<file path="src/rtl/memout_page_reader.sv">
// Streams one page of a dual-page BRAM out over a valid/ready interface.
// Reads are credit-limited against a 4-entry FIFO so backpressure never loses data.
module memout_page_reader #(
  parameter int unsigned RAM_WIDTH    = 32,
  parameter int unsigned ADDR_WIDTH   = 5,
  parameter int unsigned READ_LATENCY = 2
) (
  input  logic                  clk,
  input  logic                  reset,
  input  logic                  start,
  input  logic                  page,
  input  logic [ADDR_WIDTH-1:0] nent,
  output logic                  mem_enb,
  output logic [ADDR_WIDTH-1:0] mem_readaddr,
  input  logic [RAM_WIDTH-1:0]  mem_dout,
  output logic                  out_valid,
  input  logic                  out_ready,
  output logic [RAM_WIDTH-1:0]  out_data,
  output logic                  out_last,
  output logic                  busy,
  output logic                  done
);

  localparam int unsigned IDX_W        = ADDR_WIDTH - 1;
  localparam int unsigned PAGE_ENTRIES = 1 << IDX_W;
  localparam int unsigned FIFO_DEPTH   = 4;
  localparam int unsigned PTR_W        = 2;
  localparam int unsigned FCNT_W       = 3;
  localparam int unsigned CREDIT_W     = 8;

  typedef enum logic [1:0] {IDLE, READ, DRAIN} state_t;

  state_t                  state_q, state_d;
  logic                    page_q;
  logic [ADDR_WIDTH-1:0]   n_q;
  logic [ADDR_WIDTH-1:0]   cnt_q;
  logic                    rd_last_q;
  logic [READ_LATENCY-1:0] vpipe_q;
  logic [READ_LATENCY-1:0] lpipe_q;

  logic [RAM_WIDTH-1:0]    fifo_data_q [FIFO_DEPTH];
  logic [FIFO_DEPTH-1:0]   fifo_last_q;
  logic [PTR_W-1:0]        wr_ptr_q, rd_ptr_q;
  logic [FCNT_W-1:0]       count_q;

  logic [ADDR_WIDTH-1:0]   nent_clamped_c;
  logic                    start_ok_c;
  logic                    pop_c, push_c;
  logic [CREDIT_W-1:0]     inflight_c, credit_c;
  logic                    issue_c, issue_last_c, done_c;
  logic [IDX_W-1:0]        issue_idx_c;
  logic                    page_sel_c;
  logic [FCNT_W-1:0]       count_d, remain_c;
  logic [PTR_W-1:0]        rd_next_c;
  logic [RAM_WIDTH-1:0]    head_data_c;
  logic                    head_last_c;

  // Request decode and read credit (words issued but not yet handed to the sink)
  always_comb begin
    nent_clamped_c = (nent > ADDR_WIDTH'(PAGE_ENTRIES)) ? ADDR_WIDTH'(PAGE_ENTRIES) : nent;
    start_ok_c     = (state_q == IDLE) && start && (nent_clamped_c != '0);
    pop_c          = out_valid && out_ready;
    push_c         = vpipe_q[READ_LATENCY-1];
    inflight_c     = CREDIT_W'(mem_enb);
    for (int i = 0; i < READ_LATENCY; i++) begin
      inflight_c = inflight_c + CREDIT_W'(vpipe_q[i]);
    end
    credit_c = inflight_c + CREDIT_W'(count_q) - CREDIT_W'(pop_c);
  end

  always_ff @(posedge clk) begin
    if (reset) state_q <= IDLE;
    else       state_q <= state_d;
  end

  always_comb begin
    state_d = state_q;
    case (state_q)
      IDLE:    if (start_ok_c) state_d = READ;
      READ:    if (cnt_q == n_q) state_d = DRAIN;
      DRAIN:   if (pop_c && out_last) state_d = IDLE;
      default: state_d = IDLE;
    endcase
  end

  // Issue and completion decisions; the first read issues straight out of IDLE
  always_comb begin
    issue_c      = 1'b0;
    issue_idx_c  = '0;
    issue_last_c = 1'b0;
    done_c       = 1'b0;
    page_sel_c   = page_q;
    case (state_q)
      IDLE: begin
        page_sel_c = page;
        if (start_ok_c) begin
          issue_c      = 1'b1;
          issue_last_c = (nent_clamped_c == ADDR_WIDTH'(1));
        end
        if (start && (nent_clamped_c == '0)) done_c = 1'b1;
      end
      READ: begin
        if ((cnt_q != n_q) && (credit_c < CREDIT_W'(FIFO_DEPTH))) begin
          issue_c      = 1'b1;
          issue_idx_c  = IDX_W'(cnt_q);
          issue_last_c = (cnt_q == n_q - ADDR_WIDTH'(1));
        end
      end
      DRAIN:   done_c = pop_c && out_last;
      default: ;
    endcase
  end

  // Next FIFO head so the stream outputs can be registered
  always_comb begin
    count_d     = count_q + FCNT_W'(push_c) - FCNT_W'(pop_c);
    remain_c    = count_q - FCNT_W'(pop_c);
    rd_next_c   = rd_ptr_q + PTR_W'(1);
    head_data_c = '0;
    head_last_c = 1'b0;
    if (remain_c != '0) begin
      head_data_c = pop_c ? fifo_data_q[rd_next_c] : fifo_data_q[rd_ptr_q];
      head_last_c = pop_c ? fifo_last_q[rd_next_c] : fifo_last_q[rd_ptr_q];
    end else if (push_c) begin
      head_data_c = mem_dout;
      head_last_c = lpipe_q[READ_LATENCY-1];
    end
  end

  always_ff @(posedge clk) begin
    if (push_c) begin
      fifo_data_q[wr_ptr_q] <= mem_dout;
      fifo_last_q[wr_ptr_q] <= lpipe_q[READ_LATENCY-1];
    end
  end

  always_ff @(posedge clk) begin
    if (reset) begin
      page_q       <= 1'b0;
      n_q          <= '0;
      cnt_q        <= '0;
      rd_last_q    <= 1'b0;
      vpipe_q      <= '0;
      lpipe_q      <= '0;
      wr_ptr_q     <= '0;
      rd_ptr_q     <= '0;
      count_q      <= '0;
      mem_enb      <= 1'b0;
      mem_readaddr <= '0;
      out_valid    <= 1'b0;
      out_data     <= '0;
      out_last     <= 1'b0;
      busy         <= 1'b0;
      done         <= 1'b0;
    end else begin
      if (start_ok_c) begin
        page_q <= page;
        n_q    <= nent_clamped_c;
        cnt_q  <= ADDR_WIDTH'(1);
      end else if (issue_c) begin
        cnt_q  <= cnt_q + ADDR_WIDTH'(1);
      end
      mem_enb      <= issue_c;
      mem_readaddr <= issue_c ? {page_sel_c, issue_idx_c} : '0;
      rd_last_q    <= issue_c && issue_last_c;
      vpipe_q[0]   <= mem_enb;
      lpipe_q[0]   <= rd_last_q;
      for (int i = 1; i < READ_LATENCY; i++) begin
        vpipe_q[i] <= vpipe_q[i-1];
        lpipe_q[i] <= lpipe_q[i-1];
      end
      if (push_c) wr_ptr_q <= wr_ptr_q + PTR_W'(1);
      if (pop_c)  rd_ptr_q <= rd_next_c;
      count_q   <= count_d;
      out_valid <= (count_d != '0);
      out_data  <= head_data_c;
      out_last  <= head_last_c;
      busy      <= (state_d != IDLE);
      done      <= done_c;
    end
  end

endmodule

</file>
<file path="config.mk">
export PLATFORM = sky130hd
export DESIGN_NAME = memout_page_reader
export DESIGN_NICKNAME = d
export VERILOG_FILES = /design/src/rtl/memout_page_reader.sv
export SDC_FILE = /design/constraint.sdc
export NUM_CORES = 1
export LEC_CHECK = 0
export ABC_AREA = 1
export ABC_CLOCK_PERIOD_IN_PS = 6200
export CAP_MARGIN = 10
export CORE_MARGIN = 2
export CORE_UTILIZATION = 60
export DETAILED_ROUTE_END_ITERATION = 7
export DONT_BUFFER_PORTS = 1
export GPL_ROUTABILITY_DRIVEN = 0
export HOLD_SLACK_MARGIN = 0.08
export PLACE_DENSITY = 0.84
export SYNTH_ARGS = -nofsm -noshare
export SYNTH_HDL_FRONTEND = slang
export SYNTH_SLANG_ARGS = --single-unit
</file>
<file path="constraint.sdc">
create_clock -name clk -period 6.2 [get_ports clk]
set_input_delay 0.93 -clock clk [delete_from_list [all_inputs] [get_ports clk]]
set_output_delay 0.93 -clock clk [all_outputs]
set_load 0.05 [all_outputs]
</file>
==> results of run 1 <==
-- through the flow --
stage,setup WS [ns],hold WS [ns],instances,total power [mW],cell area (um^2)
after floorplan,2.936,0.3883,960,2.703,9169
after global placement,2.726,0.3933,1099,2.875,9130
after detailed placement,2.662,0.4078,1099,2.896,9130
after CTS,2.779,0.4164,1137,4.059,9769
after global routing,2.569,0.4490,1137,4.240,9769
final,2.712,0.4131,1137,4.066,9769
-- layout by cell type, fill, tap and decap left out, drive strengths merged, types with 7 or more instances in the layout --
master | synthesis | routed
nand2 | 237 | 237
edfxtp | 132 | 132
nand3 | 38 | 38
dfxtp | 69 | 69
inv | 65 | 65
a21oi | 55 | 55
buf | 34 | 7
clkinv | 2 | 11
o211ai | 31 | 31
nor2 | 93 | 93
ha | 15 | 15
o22ai | 24 | 24
nand4 | 25 | 25
clkbuf | 22 | 28
o21ai | 85 | 85
-- registers in the layout, summed over array words and instances, names as in the netlist, 2 cells and up, named ones only --
register / count
state_q: 2
wr_ptr_q: 2
cnt_q: 5
vpipe_q: 2
fifo_last_q: 4
n_q: 5
out_data: 32
fifo_data_q: 128
count_q: 3
mem_readaddr: 5
rd_ptr_q: 2
lpipe_q: 2
-- layout make-up --
class	instances	area share (%)
clock buffers	28	5.751
inverters	67	2.626
clock inverters	10	0.7941
well taps	188	2.408
flip-flops and latches	201	54.73
repair buffers	7	0.5379
multi-input cells	636	33.16
-- where the power goes --
group          internal (mW)  switching, mW
registers               1.55          0.383
clock network          0.679          0.489
logic                  0.310          0.656
-- critical path, delay by kind of cell, from the launching register on --
kind	cells	cell delay [ns]
AND/OR/NAND/NOR	5	1.08
adder cells (fa/ha/maj)	1	0.29
AO/OA/AOI/OAI	1	0.22
flip-flops	1	0.64
buffers and inverters	3	1.16
-- kinds of logic after synthesis --
group | after synthesis
buffers and inverters | 123
DFF | 201
muxes | 1
and+or+nand+nor | 400
AOI/OAI and AO/OA | 210
xor gates and xnor gates | 8
adders and majority gates | 17
-- path summary, 6_finish.rpt --
| kind | start | endpoint | slack, ns | depth (start not counted) |
|---|---|---|---|---|
| worst max-delay path | out_valid | out_data[27] | 2.71 | 10 |
| worst min-delay path | rd_last_q | lpipe_q[0] | 0.41 | 2 |
| worst max register to register | out_valid | out_data[27] | 2.71 | 10 |
| worst min register to register | rd_last_q | lpipe_q[0] | 0.41 | 2 |
-- metal layers --
layer / share of wire, % / global-route usage, % / wire (um)
met5: 0 / 0 / 0
met4: 2.6 / 9.502 / 566
met1: 39 / 32.64 / 8286
met2: 48 / 45.36 / 10390
met3: 10 / 5.235 / 2248
==> metrics.md, run 1 <==
| Metric | Value |
|---|---|
| Status | `completed` |
| Total of max-cap violations | `0` |
| Post-synth top flop | `edfxtp_1` |
| Vias in the first global route | `6789` |
| #FFs+latches synth | `201` |
| Area share of and/or/nand/nor cells after synthesis | `18.82%` |
| Routed WL | `21490 um` |
| Die Span Y | `127.6 um` |
| Hold_buf cts | `0` |
| Crit path arrival time | `3.90 ns` |
| Post-synth cell types | `46` |
| Postcts setup bufs | `0` |
| Max Clock Skew | `0.01124 ns` |
| Critical path cell sequence | `nand2_1, clkinv_1, buf_4, ha_1, or2_1, nand4_2, nor2_2, buf_4, nand2_1, a21oi_1` |
| Total gr overflow | `0` |
| Detailed Place HPWL | `11530 um` |
| Synthesized instance count | `960` |
| Clock sink count | `201` |
| Asr flop ratio synth | `0%` |
| Crit-path max cell delay | `0.64 ns` |
| First-pass GRT wire length | `33540 um` |
| Ratio of cells with drive above 1 in the final layout | `6.849%` |
| Top-count cell post-synth | `nand2_1` |
| Compound-cell area share of the yosys netlist | `13.16%` |
| Top cell type's share of synthesized area | `43.23%` |
| Clock transition at path regs | `0.06 ns` |
| Setup TNS | `0 ns` |
| IO Pins | `84` |
| Clock Path Buffers | `3` |
| Mean post-synth cell area | `9.551 um^2` |
| Rows | `45` |
| Post-synthesis mux area share | `0.1092%` |
| Slew Viols, Final | `0` |
| Worst vdd ir | `296.5 uV` |
| Final ANT Viol Nets | `0` |
| Crit path time final | `3.488 ns` |
| CTS tree | `built` |
| Register area share after synthesis | `58.30%` |
| Post-CTS Resized | `0` |
| Final nets | `993` |
| Power Dens Cells | `416.2 mW/mm^2` |
| RSZ-0062 raised after global routing | `no` |
| CP max-delay cell | `dfxtp_1` |
| Largest family of logic cells by synthesized area | `simple AND/OR/NAND/NOR gates` |
| Drt wl/cell | `18.90 um` |
| Number of synthesized flops with an enable pin | `132` |
| Total CTS buffers | `21` |
| Fmax | `0.2867 GHz` |
| Leakage | `3.524 nW` |
| Post-synthesis adder-cell area fraction | `2.484%` |
| CP Data Required Time | `6.61 ns` |
| GRT Total Usage | `26.14%` |
| Synth area leader | `edfxtp_1` |
| Layout area overhead | `6.550%` |
| Synth Warn # | `0` |
| Worst-skew pair later-pin latency | `0.50 ns` |
| Initial Util | `60.76%` |
| Core Area | `0.01509 mm^2` |
| Period utilisation layout | `56.27%` |
| Die extent in x | `127.6 um` |
| Largest net degree at the start of global routing | `72` |
| Slew margin rel. | `22.92%` |
| Post-Syn Area | `0.009169 mm^2` |
| Initial antenna violation count | `0` |
| Leading post-synthesis cells by instance count | `nand2_1 (233), edfxtp_1 (132), nor2_1 (87)` |
| Least-Margin Pin Slew | `1.154 ns` |
| WS Path Type | `reg2reg` |
| IO Port Bufs | `0` |
| Filler Cells Inserted | `1115` |
| H-tree levels | `1` |
| Area of the multi-input gates | `0.003239 mm^2` |
| Xor/xnor share of the synthesized area | `0.7642%` |
| Die area | `0.01629 mm^2` |
| Synthesized Nets | `1019` |
| Worst Hold Class | `reg2reg` |
| CP endpoint kind | `register` |
| Final setup violating endpoints | `0` |
| Startpoint Class | `register` |
| Final Hold Viols | `0` |
| Via count | `7014` |
| TritonRoute pass-1 iters | `5` |
| Top cells by area, synth | `edfxtp_1 (43%), dfxtp_1 (15%), nand2_1 (9.5%), o21ai_0 (4.4%), nor2_1 (3.6%)` |
| # diodes | `0` |
| 1st-iter DRT viols | `681` |
| Crit-path max FO | `59` |
| Root Buffer | `clkbuf_16` |
| Post-layout util | `64.74%` |
| Register area | `0.005346 mm^2` |
| DRC | `0` |
| Via density | `6.169` |
Note: power is estimated with default switching activity, not from simulation.
==> run 2, diff against run 1 <==
--- a/config.mk
+++ b/config.mk
@@ -6,7 +6,7 @@
 export NUM_CORES = 1
 export LEC_CHECK = 0
 export ABC_AREA = 1
-export ABC_CLOCK_PERIOD_IN_PS = 6200
+export ABC_CLOCK_PERIOD_IN_PS = 3600
 export CAP_MARGIN = 10
 export CORE_MARGIN = 2
 export CORE_UTILIZATION = 60
==> constraint.sdc (replaced) <==
create_clock -name clk -period 3.6 [get_ports clk]
set_input_delay 0.54 -clock clk [delete_from_list [all_inputs] [get_ports clk]]
set_output_delay 0.54 -clock clk [all_outputs]
set_load 0.05 [all_outputs]
==> run 2 against run 1 <==
- die area is the same
- critical path depth is 4 higher
- wire length grew 2.4%
- clock power grew 98%
- count of clock-buffer cells in the layout grew 4
- via count is 0.29% higher
- sequential share of layout area down 0.92 points
- design area is 1.7% higher
- combinational power increased by 77%
==> metrics.md, run 2 (synthesis gave the netlist of run 1 again) <==
| Metric | Value |
|---|---|
| Status | `completed` |
| Total CTS buffers | `22 (+4.8%)` |
| Layout area overhead | `8.379%` |
| Worst Hold Class | `in2reg` |
| CTS tree | `built` |
| Final nets | `999 (+0.60%)` |
| Via density | `6.149 (-0.33%)` |
| Worst vdd ir | `618.5 uV (+110%)` |
| Fmax | `0.3584 GHz (+25%)` |
| H-tree levels | `1 (unchanged)` |
| Capture point of the worst reg-to-reg path | `cnt_q[0]` |
| Crit path arrival time | `3.19 ns (-0.71 ns)` |
| # diodes | `0 (unchanged)` |
| Post-Place Cells | `1104 (+0.45%)` |
| Area of the multi-input gates | `0.003239 mm^2 (unchanged)` |
| Register area | `0.005346 mm^2 (unchanged)` |
| Slew margin rel. | `30.07% (+7.2 points)` |
| Reg-to-reg startpoint | `out_valid` |
| Finished Layout Cells | `1144 (+0.62%)` |
| Crit path time final | `2.790 ns (-0.6981 ns)` |
| TritonRoute pass-1 iters | `5 (unchanged)` |
| Postcts setup bufs | `0 (unchanged)` |
| Leakage | `3.604 nW (+2.3%)` |
| Ratio of cells with drive above 1 in the final layout | `8.159% (+1.3 points)` |
| Setup TNS | `0 ns (unchanged)` |
| Reg with most FFs | `fifo_data_q` |
| Hold_buf cts | `0 (unchanged)` |
| Via count | `7034 (+0.29%)` |
| Regs by FF count | `fifo_data_q: 128 flops, out_data: 32 flops` |
| Drt wl/cell | `19.24 um (+1.8%)` |
| IO Port Bufs | `0 (unchanged)` |
| CP Data Required Time | `4.00 ns (-2.61 ns)` |
| R2R setup slack | `0.81 ns (-1.90 ns)` |
| Register share of total power | `45.0% (-2.5 points)` |
| R2R depth | `14 (+4)` |
| Post-CTS Resized | `0 (unchanged)` |
| Routed WL | `22010 um (+2.4%)` |
| IO Pins | `84 (unchanged)` |
| Least-Margin Pin Slew | `1.047 ns (-0.1061 ns)` |
| Combinational share of power | `23.3% (-0.5 points)` |
| Most common cell after layout, fill and taps aside | `nand2_1` |
| Clock transition at path regs | `0.06 ns (about the same)` |
| Rows | `45 (unchanged)` |
| RSZ-0062 raised after global routing | `no` |
| Initial Util | `60.76% (unchanged)` |
| P_int | `4.651 mW (+83%)` |
| Final Hold Viols | `0 (unchanged)` |
| Worst Hold Launch | `reset` |
| Crit-path max FO | `3 (-95%)` |
| Sw Share | `36.60% (-1.0 points)` |
| First-pass GRT wire length | `35170 um (+4.9%)` |
| Detailed Place HPWL | `11980 um (+3.9%)` |
| Clock sink count | `201 (unchanged)` |
| Initial antenna violation count | `0 (unchanged)` |
| Die extent in x | `127.6 um (unchanged)` |
| WS Path Type | `reg2reg` |
| Most frequent cells in the layout | `nand2_1 (233), edfxtp_1 (132), nor2_1 (87)` |
| Largest net degree at the start of global routing | `71 (-1.4%)` |
| Die area | `0.01629 mm^2 (unchanged)` |
| Clock Power Share | `31.7% (+3.0 points)` |
| Root Buffer | `clkbuf_16` |
| GRT Total Usage | `27.45% (+1.3 points)` |
| Die Span Y | `127.6 um (unchanged)` |
| Filler Cells Inserted | `1083 (-2.9%)` |
| Slew Viols, Final | `0 (unchanged)` |
| Vias in the first global route | `7119 (+4.9%)` |
| Final ANT Viol Nets | `0 (unchanged)` |
| Total of max-cap violations | `0 (unchanged)` |
| Period utilisation layout | `77.51% (+21 points)` |
| Core Area | `0.01509 mm^2 (unchanged)` |
| Clock Path Buffers | `3 (unchanged)` |
| 1st-iter DRT viols | `680 (-0.15%)` |
| Max reg flops | `128 (unchanged)` |
| Final setup violating endpoints | `0 (unchanged)` |
| CP endpoint kind | `register` |
| Worst-skew pair later-pin latency | `0.51 ns (about the same)` |
| Power Dens Cells | `738.2 mW/mm^2 (+77%)` |
| DRC | `0 (unchanged)` |
| WHS Endpoint | `out_data[7]` |
| Startpoint Class | `register` |
| Worst hold path cell count | `1 (-1)` |
| Switching power | `2.685 mW (+76%)` |
| Total gr overflow | `0 (unchanged)` |
| Max Clock Skew | `0.01593 ns (+0.004692 ns)` |
## run 2: cell types whose count changed in the layout (fill, tap and decap cells not counted), moves of 2 or more
cell        delta
clkinvlp_4     +2
buf_4          +5
clkinv_1       -2
inv_2          -2
clkbuf_1       -4
clkbuf_16      +2
clkbuf_8       +5
## run 2: power groups by stage
stage                     Combinational [mW]  Clock [mW]  Sequential (mW)
after detailed placement                1.65           0             3.35
after global routing                    1.89        2.42             3.33
after CTS                               1.68        2.34             3.31
after global placement                  1.61           0             3.35
final                                   1.71        2.32             3.30
after floorplan                         1.33           0             3.32
## run 2: worst max-delay path by stage
stage	start	to	slack, ns
5_1_grt	out_valid	cnt_q[0]	0.68
6_report	out_valid	cnt_q[0]	0.81
3_3_place_gp	out_valid	cnt_q[1]	0.96
3_5_place_dp	out_valid	cnt_q[0]	0.89
2_1_floorplan	out_valid	cnt_q[1]	0.54
4_1_cts	out_valid	cnt_q[0]	0.87
## run 2: routing by layer
metal  vias up  GRT usage (%)  wire (um)
met5         -              0          0
met4         0          13.77        678
met3        75          5.360       2239
met2       403          46.90      10850
met1      3287          33.35       8243
li1       3269              -          -
## run 2: layout make-up
class                           count  share of cell area (%)
Inverter                           67                   2.581
Sequential cell                   201                   53.80
Clock buffer                       32                   6.774
Multi-Input combinational cell    636                   32.60
Timing Repair Buffer               12                  0.9066
Tap cell                          188                   2.367
Clock inverter                      8                  0.9695
## run 2: stage by stage
step	area (um^2)	hold slack, ns	total power, mW	util (%)	setup WS [ns]
2_1_floorplan	9169	0.3883	4.655	-	0.5364
3_3_place_gp	9168	0.3946	4.958	60.75	0.9566
3_5_place_dp	9168	0.3944	5.003	60.75	0.8905
4_1_cts	9937	0.09445	7.317	65.85	0.8729
5_1_grt	9937	0.1034	7.638	65.85	0.6759
6_report	9937	0.1142	7.335	65.85	0.8096
## run 2: critical path, stage by stage, from the launching register on
cell and delay [ns]:
dfxtp_1 0.63, nand2_1 0.15, clkinv_1 0.11, ha_1 0.24, fa_1 0.37, inv_1 0.07
ha_1 0.22, nand3_1 0.10, nand3_1 0.13, nand2_1 0.10, nand2b_1 0.07, nor2_1 0.24
nor2_1 0.07, nor2_1 0.13, nor2_1 0.05
==> run 3, diff against run 2 <==
--- a/config.mk
+++ b/config.mk
@@ -5,8 +5,8 @@
 export SDC_FILE = /design/constraint.sdc
 export NUM_CORES = 1
 export LEC_CHECK = 0
-export ABC_AREA = 1
-export ABC_CLOCK_PERIOD_IN_PS = 3600
+export ABC_AREA = 0
+export ABC_CLOCK_PERIOD_IN_PS = 2900
 export CAP_MARGIN = 10
 export CORE_MARGIN = 2
 export CORE_UTILIZATION = 60
==> constraint.sdc (replaced) <==
create_clock -name clk -period 2.9 [get_ports clk]
set_input_delay 0.435 -clock clk [delete_from_list [all_inputs] [get_ports clk]]
set_output_delay 0.435 -clock clk [all_outputs]
set_load 0.05 [all_outputs]
==> run 3 against run 2 <==
- maximum frequency is 5.1% higher
- critical path depth is 4 lower
- register-to-register slack worse by 0.56 ns
- combinational power is 14% higher
- largest cell class unchanged
- wire length is 7.9% lower
- sequential power is 37% higher
- design area is 1.8% higher
- sequential share of layout area is 0.85 points lower
- sequential cell count stayed put
- worst hold slack worse by 0.010 ns
- largest power group unchanged
- clock skew is 0.0025 ns lower
- global-route usage is 1.1 points lower
==> metrics.md, run 3 <==
| Metric | Value |
|---|---|
| Crit-path max cell delay | `0.53 ns (-0.10 ns)` |
| Slew margin rel. | `29.77% (-0.30 points)` |
| Leading post-synthesis cells by instance count | `edfxtp_1 (132), nand2_1 (81), dfxtp_1 (69)` |
| Least-Margin Pin Slew | `1.053 ns (+0.005979 ns)` |
| Layout area overhead | `14.83%` |
| R2R setup slack | `0.25 ns (-0.56 ns)` |
| # diodes | `0 (unchanged)` |
| H-tree levels | `1 (unchanged)` |
| IO Pins | `84 (unchanged)` |
| Via density | `6.798 (+11%)` |
| Postcts setup bufs | `0 (unchanged)` |
| Worst-skew pair later-pin latency | `0.50 ns (about the same)` |
| CP endpoint kind | `register` |
| Total gr overflow | `0 (unchanged)` |
| GRT Total Usage | `26.38% (-1.1 points)` |
| Max Clock Skew | `0.01348 ns (-0.002451 ns)` |
| Die extent in x | `125.1 um (-1.9%)` |
| Largest net degree at the start of global routing | `65 (-8.5%)` |
| First-pass GRT wire length | `32680 um (-7.1%)` |
| Post-place setup slack | `0.2354 ns (-0.6551 ns)` |
| Via count | `5663 (-19%)` |
| Combinational share of power | `21.3% (-2.0 points)` |
| Leakage | `3.364 nW (-6.7%)` |
| Final setup violating endpoints | `0 (unchanged)` |
| Critical path cell sequence | `nand2_2, inv_2, ha_1, fa_1, inv_1, ha_1, a31oi_2, mux2i_1, or4_1, a31oi_1` |
| Die Span Y | `125.1 um (-1.9%)` |
| P_int | `5.793 mW (+25%)` |
| Clock sink count | `201 (unchanged)` |
| Reg with most FFs | `fifo_data_q` |
| Max reg flops | `128 (unchanged)` |
| Top cell type's share of synthesized area | `45.01% (+1.8 points)` |
| CP max-delay cell | `or4_1` |
| Setup TNS | `0 ns (unchanged)` |
| Crit path time final | `2.655 ns (-0.1359 ns)` |
| Synthesized Nets | `665 (-35%)` |
| Clock Path Buffers | `3 (unchanged)` |
| Top-count cell post-synth | `edfxtp_1` |
| Crit path arrival time | `3.07 ns (-0.12 ns)` |
| WS Path Type | `reg2reg` |
| Filler Cells Inserted | `908 (-16%)` |
| Startpoint Class | `register` |
| Mean post-synth cell area | `14.53 um^2 (+52%)` |
| Final WS setup | `0.2455 ns (-0.5641 ns)` |
| Synthesized instance count | `606 (-37%)` |
| Asr flop ratio synth | `0% (unchanged)` |
| Slew Viols, Final | `0 (unchanged)` |
| Area of the multi-input gates | `0.003234 mm^2 (-0.15%)` |
| Crit-path max FO | `4 (+1)` |
| Final Hold Viols | `0 (unchanged)` |
| Sw Share | `36.60% (about the same)` |
| Rows | `44 (-2.2%)` |
| Die area | `0.01566 mm^2 (-3.8%)` |
| Root Buffer | `clkbuf_16` |
| RSZ-0062 raised after global routing | `no` |
| Post-synth cell types | `48 (+4.3%)` |
| Total CTS buffers | `21 (-4.5%)` |
| Clock transition at path regs | `0.06 ns (about the same)` |
| Power Dens Cells | `903.6 mW/mm^2 (+22%)` |
| Routed WL | `20270 um (-7.9%)` |
| CTS tree | `built` |
| Total of max-cap violations | `0 (unchanged)` |
| Clock Power Share | `29.3% (-2.4 points)` |
| CP Data Required Time | `3.32 ns (-0.68 ns)` |
| Core Area | `0.01442 mm^2 (-4.4%)` |
| Final ANT Viol Nets | `0 (unchanged)` |
| Worst vdd ir | `749.7 uV (+21%)` |
| Drt wl/cell | `24.34 um (+27%)` |
| TritonRoute pass-1 iters | `5 (unchanged)` |
| Synth Warn # | `0 (unchanged)` |
| Ratio of cells with drive above 1 in the final layout | `20.49% (+12 points)` |
| Power, Total | `9.137 mW (+25%)` |
| Placed cell areas | `0.009075 mm^2 (-1.0%)` |
| Most Frequent Cell on Critical Path | `ha_1` |
| Status | `completed` |
| Post-synth top flop | `edfxtp_1` |
| Synth area leader | `edfxtp_1` |
| Regs by FF count | `fifo_data_q: 128 flops, out_data: 32 flops` |
| Initial antenna violation count | `0 (unchanged)` |
| Initial Util | `61.05% (+0.29 points)` |
| Post-Syn Area | `0.008806 mm^2 (-4.0%)` |
| Final nets | `693 (-31%)` |
| Top cells by area, synth | `edfxtp_1 (45%), mux4_2 (16%), dfxtp_1 (16%), nand2_1 (3.5%), a311oi_1 (3.2%)` |
| Switching power | `3.344 mW (+25%)` |
| Post-Place Cells | `762 (-31%)` |
| #FFs+latches synth | `201 (unchanged)` |
| Vias in the first global route | `6002 (-16%)` |
| Register area | `0.005355 mm^2 (+0.16%)` |
| Detailed Place HPWL | `11390 um (-4.9%)` |
| Final Cell Area | `0.01011 mm^2 (+1.8%)` |
| Worst Hold Class | `in2reg` |
| 1st-iter DRT viols | `594 (-13%)` |
| Register share of total power | `49.4% (+4.4 points)` |
| Most frequent cells in the layout | `edfxtp_1 (132), nand2_1 (80), mux4_2 (64)` |
| Finished Layout Cells | `833 (-27%)` |
| IO Port Bufs | `0 (unchanged)` |
| Register area share after synthesis | `60.70% (+2.4 points)` |
| Fmax | `0.3767 GHz (+5.1%)` |
| Period utilisation layout | `91.53% (+14 points)` |
| Most common cell after layout, fill and taps aside | `edfxtp_1` |
| Number of synthesized flops with an enable pin | `132 (unchanged)` |
| DRC | `0 (unchanged)` |
run 3: changes by cell type in the layout (fill, tap and decap cells not counted), moves of 11 or more:
cell	before	now
mux4_2	0	64
o22ai_1	24	0
nand2_1	233	80
nand3_1	36	4
nand4_1	24	0
nor2_1	87	19
dlygate4sd3_1	0	32
o211ai_1	31	0
inv_1	54	16
o21ai_0	80	3
a21oi_1	54	43
a311oi_1	0	32
run 3: cell type report:
type | instances | share of cell area (%)
Clock buffer | 28 | 5.754
Clock inverter | 10 | 1.064
Multi-Input combinational cell | 344 | 31.98
Timing Repair Buffer | 48 | 5.296
Tap cell | 184 | 2.277
Sequential cell | 201 | 52.96
Inverter | 18 | 0.6682
run 3: power by group through the flow:
stage,sequential [mW],combinational [mW],clock (mW)
finish,4.52,1.95,2.67
global route,4.55,2.12,2.81
CTS,4.52,1.93,2.69
detailed placement,4.58,1.82,0
global placement,4.57,1.75,0
floorplan,4.42,1.51,0
run 3: kinds of logic (layout without fill, tap and decap cells):
kind of cell | count (synthesis) | in the layout | synth area share (%)
mux | 72 | 72 | 17.29
xor+xnor | 13 | 13 | 1.293
buf+inv | 61 | 104 | 2.785
compound gates | 97 | 97 | 7.488
fa+ha+maj | 17 | 17 | 2.586
flops | 201 | 201 | 60.70
simple gates | 145 | 145 | 7.857
run 3: through the flow:
stage | util [%] | hold slack, ns
floorplan | - | 0.4138
global placement | 62.92 | 0.4162
detailed placement | 62.92 | 0.4463
CTS | 70.11 | 0.08944
global route | 70.11 | 0.1107
finish | 70.11 | 0.1039
run 3: timing repair:
action / in CTS / in global routing
hold buffers: 33 / 0
hold endpoints to repair: 193 / 0
gates resized for setup: 0 / 0
run 3: final timing paths:
check,from,to,cells past startpoint
worst max-delay path,out_valid,cnt_q[0],10
worst min-delay path,nent[4],n_q[4],2
worst max register to register,out_valid,cnt_q[0],10
worst min register to register,vpipe_q[0],vpipe_q[1],2
run 3: layer usage:
metal  share of wire (%)  vias to the layer above  track usage, %
met4                 2.4                        0           8.170
met1                  38                     2843           35.41
met5                   0                        -               0
met3                 9.3                       52           5.092
met2                  51                      354           44.41
li1                    -                     2414               -
run 3: worst max-delay path: cells and delay by family (launching register included):
| kind | cells | cell delay [ns] |
|---|---|---|
| multiplexers | 1 | 0.14 |
| buffers and inverters | 2 | 0.14 |
| adder cells (fa/ha/maj) | 3 | 0.84 |
| AND/OR/NAND/NOR | 2 | 0.62 |
| AO/OA/AOI/OAI | 2 | 0.40 |
| flip-flops | 1 | 0.45 |
